## src/rtl/bip_control_if.sv

```systemverilog
// Control-unit bus for the BIP core: instruction fetch, data-memory strobes
// and datapath control. master = control unit, slave = memories/datapath side.
interface bip_control_if #(
  parameter int OPC_W  = 5,
  parameter int DATA_W = 11,
  parameter int PC_W   = 11,
  parameter int CNT_W  = 32
);
  logic                    run_i;
  logic [OPC_W+DATA_W-1:0] instr_i;
  logic [PC_W-1:0]         imem_addr_o;
  logic [DATA_W-1:0]       dmem_addr_o;
  logic                    dmem_rd_o;
  logic                    dmem_wr_o;
  logic [DATA_W-1:0]       operand_o;
  logic [1:0]              sel_a_o;
  logic                    sel_b_o;
  logic                    alu_op_o;
  logic                    acc_we_o;
  logic                    halted_o;
  logic [CNT_W-1:0]        cycle_cnt_o;

  modport master (
    input  run_i, instr_i,
    output imem_addr_o, dmem_addr_o, dmem_rd_o, dmem_wr_o, operand_o,
           sel_a_o, sel_b_o, alu_op_o, acc_we_o, halted_o, cycle_cnt_o
  );

  modport slave (
    output run_i, instr_i,
    input  imem_addr_o, dmem_addr_o, dmem_rd_o, dmem_wr_o, operand_o,
           sel_a_o, sel_b_o, alu_op_o, acc_we_o, halted_o, cycle_cnt_o
  );
endinterface

```

## src/rtl/bip_control.sv

```systemverilog
// BIP multi-cycle control unit: FETCH -> DECODE -> EXEC -> WB per instruction,
// HLT parks the core in HALT until reset. Drives PC, dmem strobes, ACC/ALU selects.
module bip_control #(
  parameter int OPC_W  = 5,
  parameter int DATA_W = 11,
  parameter int PC_W   = 11,
  parameter int CNT_W  = 32
) (
  input logic              clk,
  input logic              rst,
  bip_control_if.master    bus
);

  typedef enum logic [2:0] {
    S_FETCH,
    S_DECODE,
    S_EXEC,
    S_WB,
    S_HALT
  } state_t;

  localparam logic [OPC_W-1:0] OP_HLT  = OPC_W'(0);
  localparam logic [OPC_W-1:0] OP_STO  = OPC_W'(1);
  localparam logic [OPC_W-1:0] OP_LD   = OPC_W'(2);
  localparam logic [OPC_W-1:0] OP_LDI  = OPC_W'(3);
  localparam logic [OPC_W-1:0] OP_ADD  = OPC_W'(4);
  localparam logic [OPC_W-1:0] OP_ADDI = OPC_W'(5);
  localparam logic [OPC_W-1:0] OP_SUB  = OPC_W'(6);
  localparam logic [OPC_W-1:0] OP_SUBI = OPC_W'(7);

  state_t                  r_state;
  state_t                  w_next;
  logic [PC_W-1:0]         r_pc;
  logic [OPC_W+DATA_W-1:0] r_ir;
  logic [CNT_W-1:0]        r_cnt;

  logic [OPC_W-1:0] w_opc;
  logic [OPC_W-1:0] w_fetch_opc;
  logic             w_cnt_en;
  logic             w_is_sto, w_is_ld, w_is_ldi, w_is_add, w_is_addi, w_is_sub, w_is_subi;
  logic             w_arith;

  assign w_opc       = r_ir[OPC_W+DATA_W-1 -: OPC_W];
  assign w_fetch_opc = bus.instr_i[OPC_W+DATA_W-1 -: OPC_W];

  assign w_is_sto  = (w_opc == OP_STO);
  assign w_is_ld   = (w_opc == OP_LD);
  assign w_is_ldi  = (w_opc == OP_LDI);
  assign w_is_add  = (w_opc == OP_ADD);
  assign w_is_addi = (w_opc == OP_ADDI);
  assign w_is_sub  = (w_opc == OP_SUB);
  assign w_is_subi = (w_opc == OP_SUBI);
  assign w_arith   = w_is_add | w_is_addi | w_is_sub | w_is_subi;

  // Cycles spent halted or stalled waiting for run_i are not counted
  assign w_cnt_en = (r_state != S_HALT) && !((r_state == S_FETCH) && !bus.run_i);

  // State register
  always_ff @(posedge clk or posedge rst) begin
    if (rst) r_state <= S_FETCH;
    else     r_state <= w_next;
  end

  // PC, instruction register and saturating cycle counter
  always_ff @(posedge clk or posedge rst) begin
    if (rst) begin
      r_pc  <= '0;
      r_ir  <= '0;
      r_cnt <= '0;
    end else begin
      if (r_state == S_DECODE) r_ir <= bus.instr_i;
      if (r_state == S_WB)     r_pc <= r_pc + 1'b1;
      if (w_cnt_en && (r_cnt != '1)) r_cnt <= r_cnt + 1'b1;
    end
  end

  // Next-state logic and Moore output decode from state + IR
  always_comb begin
    w_next        = r_state;
    bus.dmem_rd_o = 1'b0;
    bus.dmem_wr_o = 1'b0;
    bus.sel_a_o   = 2'b00;
    bus.sel_b_o   = 1'b0;
    bus.alu_op_o  = 1'b0;
    bus.acc_we_o  = 1'b0;
    bus.halted_o  = 1'b0;

    // Selects are held over EXEC and WB so the datapath sees them settled before the ACC write
    if ((r_state == S_EXEC) || (r_state == S_WB)) begin
      bus.sel_a_o  = w_arith ? 2'b10 : (w_is_ldi ? 2'b01 : 2'b00);
      bus.sel_b_o  = w_is_addi | w_is_subi;
      bus.alu_op_o = w_is_add | w_is_addi;
    end

    case (r_state)
      S_FETCH:  if (bus.run_i) w_next = S_DECODE;
      S_DECODE: w_next = (w_fetch_opc == OP_HLT) ? S_HALT : S_EXEC;
      S_EXEC: begin
        bus.dmem_rd_o = w_is_ld | w_is_add | w_is_sub;
        bus.dmem_wr_o = w_is_sto;
        w_next        = S_WB;
      end
      S_WB: begin
        bus.acc_we_o = w_is_ld | w_is_ldi | w_arith;
        w_next       = S_FETCH;
      end
      S_HALT:   bus.halted_o = 1'b1;
      default:  w_next = S_FETCH;
    endcase
  end

  assign bus.imem_addr_o = r_pc;
  assign bus.dmem_addr_o = r_ir[DATA_W-1:0];
  assign bus.operand_o   = r_ir[DATA_W-1:0];
  assign bus.cycle_cnt_o = r_cnt;

endmodule

```

## src/flat_wrapper.sv

```systemverilog
// flat-port wrapper written by rule: the top's interface ports become plain ports
module bip_control_flat 
#(
  parameter int OPC_W  = 5,
  parameter int DATA_W = 11,
  parameter int PC_W   = 11,
  parameter int CNT_W  = 32
)
  (clk, rst, bus_run_i, bus_instr_i, bus_imem_addr_o, bus_dmem_addr_o, bus_dmem_rd_o, bus_dmem_wr_o, bus_operand_o, bus_sel_a_o, bus_sel_b_o, bus_alu_op_o, bus_acc_we_o, bus_halted_o, bus_cycle_cnt_o);
  bip_control_if #(.OPC_W(OPC_W), .DATA_W(DATA_W), .PC_W(PC_W), .CNT_W(CNT_W)) bus_i ();
  input logic clk;
  input logic rst;
  input wire logic [$bits(bus_i.run_i)-1:0] bus_run_i;
  input wire logic [$bits(bus_i.instr_i)-1:0] bus_instr_i;
  output wire logic [$bits(bus_i.imem_addr_o)-1:0] bus_imem_addr_o;
  output wire logic [$bits(bus_i.dmem_addr_o)-1:0] bus_dmem_addr_o;
  output wire logic [$bits(bus_i.dmem_rd_o)-1:0] bus_dmem_rd_o;
  output wire logic [$bits(bus_i.dmem_wr_o)-1:0] bus_dmem_wr_o;
  output wire logic [$bits(bus_i.operand_o)-1:0] bus_operand_o;
  output wire logic [$bits(bus_i.sel_a_o)-1:0] bus_sel_a_o;
  output wire logic [$bits(bus_i.sel_b_o)-1:0] bus_sel_b_o;
  output wire logic [$bits(bus_i.alu_op_o)-1:0] bus_alu_op_o;
  output wire logic [$bits(bus_i.acc_we_o)-1:0] bus_acc_we_o;
  output wire logic [$bits(bus_i.halted_o)-1:0] bus_halted_o;
  output wire logic [$bits(bus_i.cycle_cnt_o)-1:0] bus_cycle_cnt_o;
  assign bus_i.run_i = bus_run_i;
  assign bus_i.instr_i = bus_instr_i;
  assign bus_imem_addr_o = bus_i.imem_addr_o;
  assign bus_dmem_addr_o = bus_i.dmem_addr_o;
  assign bus_dmem_rd_o = bus_i.dmem_rd_o;
  assign bus_dmem_wr_o = bus_i.dmem_wr_o;
  assign bus_operand_o = bus_i.operand_o;
  assign bus_sel_a_o = bus_i.sel_a_o;
  assign bus_sel_b_o = bus_i.sel_b_o;
  assign bus_alu_op_o = bus_i.alu_op_o;
  assign bus_acc_we_o = bus_i.acc_we_o;
  assign bus_halted_o = bus_i.halted_o;
  assign bus_cycle_cnt_o = bus_i.cycle_cnt_o;
  bip_control #(.OPC_W(OPC_W), .DATA_W(DATA_W), .PC_W(PC_W), .CNT_W(CNT_W)) u_core (.clk(clk), .rst(rst), .bus(bus_i));
endmodule
```

## config.mk

```make
export PLATFORM = sky130hd
export DESIGN_NAME = bip_control_flat
export DESIGN_NICKNAME = d
export VERILOG_FILES = /design/src/rtl/bip_control_if.sv /design/src/rtl/bip_control.sv /design/src/flat_wrapper.sv
export SDC_FILE = /design/constraint.sdc
export NUM_CORES = 1
export LEC_CHECK = 0
export BUFFER_PORTS_ARGS = -buffer_cell sky130_fd_sc_hd__buf_4
export CORE_ASPECT_RATIO = 1.1
export CORE_MARGIN = 2
export CORE_UTILIZATION = 46
export DETAILED_ROUTE_END_ITERATION = 10
export PLACE_DENSITY_LB_ADDON = 0.08
export SYNTH_ARGS = -nofsm -noshare
export SYNTH_HDL_FRONTEND = slang
export SYNTH_SLANG_ARGS = --single-unit
```

## constraint.sdc

```tcl
create_clock -name clk -period 2.1 [get_ports clk]
set_clock_uncertainty 0.15 [all_clocks]
set_input_delay 0.42 -clock clk [delete_from_list [all_inputs] [get_ports clk]]
set_output_delay 0.42 -clock clk [all_outputs]
set_load 0.05 [all_outputs]
```

After elaboration in Yosys (flattened, before gate mapping). Index checks and enable logic that the tools add are counted.

Latch bits: 0. Register bits: 62. Bits of input ports: 19. Memory bits (writable): 0. Memories kept: 0. ROM bits: 0.

Divide/modulo/power cells: 0. Equal/unequal tests: 14. Shifts and indexed selects: 0. $add $sub $neg: 2. Reduce and logical (&&, ||, !) cells: 9. Muxes and demuxes: 12. Multipliers: 0. Magnitude comparators: 0. Bitwise operators: 9.

Operators by type and width (count): adder 32 x 1 -> 32 bit (second input constant) (1); inequality test 32 bit (second input constant) (1); equality test 5 x 3 -> 1 bit (second input constant) (4); one-hot mux 3 bit (4 select lines) (1); adder 11 x 1 -> 11 bit (second input constant) (1); equality test 5 x 2 -> 1 bit (second input constant) (2); bitwise OR 1 bit (8); 2-to-1 mux 1 bit (7); equality test 3 x 2 -> 1 bit (second input constant) (2); 2-to-1 mux 3 bit (2); equality test 5 x 1 -> 1 bit (second input constant) (1); logical NOT 5 bit (1); 2-to-1 mux 2 bit (2); equality test 3 x 1 -> 1 bit (second input constant) (1); equality test 3 bit (second input constant) (1); logical AND 1 bit (3); logical NOT 3 bit (1); inequality test 3 bit (second input constant) (1); logical NOT 1 bit (2); inequality test 2 bit (second input constant) (1); AND reduction 2 bit (1); logical OR 1 bit (1); NOT 1 bit (1).

Longest topological paths before layout.
Depth after elaboration: 6. Gate-level depth with buffers: 7. Mapped depth without buffers: 6.

Worst setup path before layout. Ideal clock, no wire load.

Path kind: register to output. Start point: reg u_core.r_ir[15]. End point: out bus_dmem_wr_o. Buffers on the path: 0. Data arrival time: 2326 ps. Required time: 1530 ps. Slack: -796 ps. Stages on the path, launching flop included: 3. Cell sequence: dfrtp_1 > nor4b_1 > nor4b_1.

Longest elaborated chain between the ends: 2.

RTL lines: from (decl) (RTL line bip_control.sv:34) `logic [OPC_W+DATA_W-1:0] r_ir;`; from (signal assigned) (RTL line bip_control.sv:71) `if (r_state == S_DECODE) r_ir <= bus.instr_i;`; equality test 5 x 1 -> 1 bit (RTL line bip_control.sv:46) `assign w_is_sto = (w_opc == OP_STO);`; 2-to-1 mux 1 bit (RTL line bip_control.sv:95) `case (r_state)`; to (decl) (RTL line flat_wrapper.sv:18) `output wire logic [$bits(bus_i.dmem_wr_o)-1:0] bus_dmem_wr_o;`.

No other way between the ends.

Worst setup path in the final report.
Start point: reg u_core.r_ir[15]. End point: out bus_dmem_rd_o.

Longest elaborated chain between the ends: 4.

RTL lines: equality test 5 x 2 -> 1 bit or equality test 5 x 3 -> 1 bit (tied branches) (RTL line bip_control.sv:47, bip_control.sv:49); bitwise OR 1 bit (RTL line bip_control.sv:99) `bus.dmem_rd_o = w_is_ld | w_is_add | w_is_sub;`; bitwise OR 1 bit * (RTL line bip_control.sv:99); 2-to-1 mux 1 bit * (RTL line bip_control.sv:95); to (decl) (RTL line flat_wrapper.sv:17) `output wire logic [$bits(bus_i.dmem_rd_o)-1:0] bus_dmem_rd_o;`.

Every way passes the cells marked *; elsewhere a longest branch is shown, timed or not.

==> results.md <==
- Run status: completed
- VDD IR max: 1.16 mV
- Die Y: 89.1 µm
- Final setup viols: 0
- Seq. cell area: 1580 µm²
- Fillers: 516
- Fin. max-slew vios: 0
- Cell row count: 31
- GRT Overall Usage: 0.193
- CP startpoint kind: register
- #FFs+latches synth: 62
- DP HPWL: 4850 µm
- CP Capture Type: output port
- Vias in the first global route: 2261
- Drt first pass iters: 4
- CP max-delay cell: dfrtp_1
- Synth top area share: 0.513
- # hold bufs at CTS: 0
- Least-Margin Pin Slew: 416 ps
- Largest net degree at the start of global routing: 63
- Min cycle time layout: 2080 ps
- Nets@finish: 410
- Rel. slew slack: 0.720
- Synth cell types: 43
- Data required, critical path: 1530 ps
- Post-synthesis sequential area ratio: 0.513
- Vias: 2429
- Longest Clk Path Bufs: 2
- Tcrit/Tclk final: 0.988
- CTS tree: yes
- Cts bufs inserted: 9
- CTS H-tree depth: 3
- Area leader, netlist: dfrtp_1
- Total grt overflow: 0
- Ranking of synthesized cells by area: dfrtp_1, mux2_2, buf_4
- DR WL met3: 373 µm
- DR vias/cell: 5.10
- Most instantiated library cell after synthesis: dfrtp_1
- Clk pin slew, worst setup/hold paths: 70 ps
- Clock latency on the worst-skew pair: 340 ps
- Initial Util: 0.467
- RSZ-0062 raised after global routing: yes
- Layout Area Growth over Synthesis: 45.5%
- Crit-path max FO: 3
- Setup_tns: 0 ps
- Multi-input logic area: 1420 µm²
- Worst endpoint data arrival time: 1510 ps
- Avg Cell Area, Syn: 11.0 µm²
- Cell area power density: 1410 nW/µm²
- Avg WL per Cell: 14.3 µm
- Max Cap Viol: 0
- DR top layer: met4
- Number of synthesized flops with an enable pin: 0
- Ports: 92
- DRT Wirelength: 6780 µm
- Number of diodes: 0
- Initial antenna violation count: 0
- Met1 Wirelength: 2810 µm
- Post-synth top cells: dfrtp_1, buf_4, nand2_1
- Max incr delay on CP: 420 ps
- Die X: 81.3 µm
- Sinks on Clock Net: 62
- Top FF cell, synth: dfrtp_1
- Die footprint: 7240 µm²
- Peak Freq: 0.482 GHz
- P_leak: 2.06 nW
- Hold slack: 18.3 ps
- Share of cells above drive strength 1: 0.563
- ANT nets after route: 0
- Mapped Area: 3030 µm²
- Root buffer cell: clkbuf_8
- Post-synth ARST share: 1.00
- Worst min-delay path class: input port to async pin
- Post-route total power: 6.19 mW
- Syn. warnings: 0
- Placer Congestion: 0.825
- IO buf count: 91
- Final hold vios: 0
- Syn Nets: 295
- Critical path, cell by cell: nor2_1 -> o21ai_0 -> nor4_4 -> buf_4
- Synth Instances: 274
- Met2 wire length: 3460 µm
- Core region area: 6480 µm²
- Global-route wire length before repair: 10500 µm
- Starting DRT DRC Count: 69
- Crit path kind: register to output port
- DRC errors left: 0
-- report_power, final --
group	switching (mW)	leakage [nW]	internal, mW	total (mW)
Combinational	1.97	1.19	1.08	3.05
Clock	0.468	0.124	0.855	1.32
Sequential	0.299	0.746	1.52	1.82
-- placed cells by master (no fill, tap or decap), types with 3 or more instances in the layout --
master,netlist,routed
nand2_1,20,18
nand3_2,1,3
bufinv_16,0,3
inv_1,5,4
nand3_1,13,11
and3_1,9,8
nand4_1,11,11
clkbuf_8,0,11
mux2_2,18,18
buf_4,22,125
nor3_1,13,8
xnor2_1,18,18
nor4_4,1,3
nor3_2,0,4
dfrtp_2,0,26
a21oi_1,5,5
dfrtp_1,62,36
buf_6,2,6
xor2_1,15,15
o21a_1,3,3
nor2_1,11,10
-- path summary, 6_finish.rpt --
path	start	slack [ps]	cells after the start	to
setup / recovery	u_core.r_ir[15]	20	4	bus_dmem_rd_o
hold / removal	rst	20	3	u_core.bus.cycle_cnt_o[28]
setup reg to reg	u_core.bus.cycle_cnt_o[21]	50	6	u_core.bus.cycle_cnt_o[31]
hold reg to reg	u_core.bus.imem_addr_o[10]	320	1	u_core.bus.imem_addr_o[10]
max in group asynchronous	rst	1500	3	u_core.r_state[1]
min in group clk	bus_instr_i[3]	160	2	u_core.r_ir[3]
-- critical path: cells and delay by family (launching register included) --
kind,cells,cell delay (ps)
and+or+nand+nor,2,330
DFF,1,420
buffers and inverters,1,230
AOI/OAI and AO/OA,1,180
-- logic make-up (layout without fill, tap and decap cells) --
group           count (synthesis)  count (layout)  synth area share
flops                          62              62             0.513
fa+ha+maj                       2               2           0.00827
xor+xnor                       33              33            0.0955
simple gates                  105             105             0.195
compound gates                 21              21            0.0476
mux                            18              18            0.0670
buf+inv                        33             153            0.0736
-- sequential cells by signal, summed over array words and instances (netlist names) --
register                flops
u_core.bus.cycle_cnt_o     32
u_core.r_ir                16
u_core.bus.imem_addr_o     11
u_core.r_state              3
-- cell type report --
type,count,share of cell area
clock buffer,13,0.0361
clock inverter,3,0.0205
inverter,5,0.00512
multi-input combinational,179,0.322
sequential,62,0.360
tap,82,0.0233
timing repair buffer,132,0.233
-- per-layer routing --
metal,global-route usage,vias to the layer above
li1,-,1181
met1,0.243,1173
met2,0.320,62
met3,0.0394,13
met4,0.0909,0
met5,0,-
-- what timing repair did --
item / 4_1_cts / 5_1_grt
setup endpoints to repair: 5 / 12
endpoints found under the hold margin: 0 / 0
pin swaps: 0 / 1
gates resized for setup: 6 / 15
setup buffers: 0 / 4
-- metrics by stage --
stage	setup WS, ps	cells	utilization	instance area, µm²
after detailed placement	31.3	456	0.621	4020
after CTS	-6.93	472	0.663	4290
final	24.6	476	0.679	4400
after global placement	79.4	456	0.621	4020
after floorplan	-224	274	-	3160
after global routing	-67.1	476	0.679	4400
No activity file was read; power rests on OpenSTA's default activity.
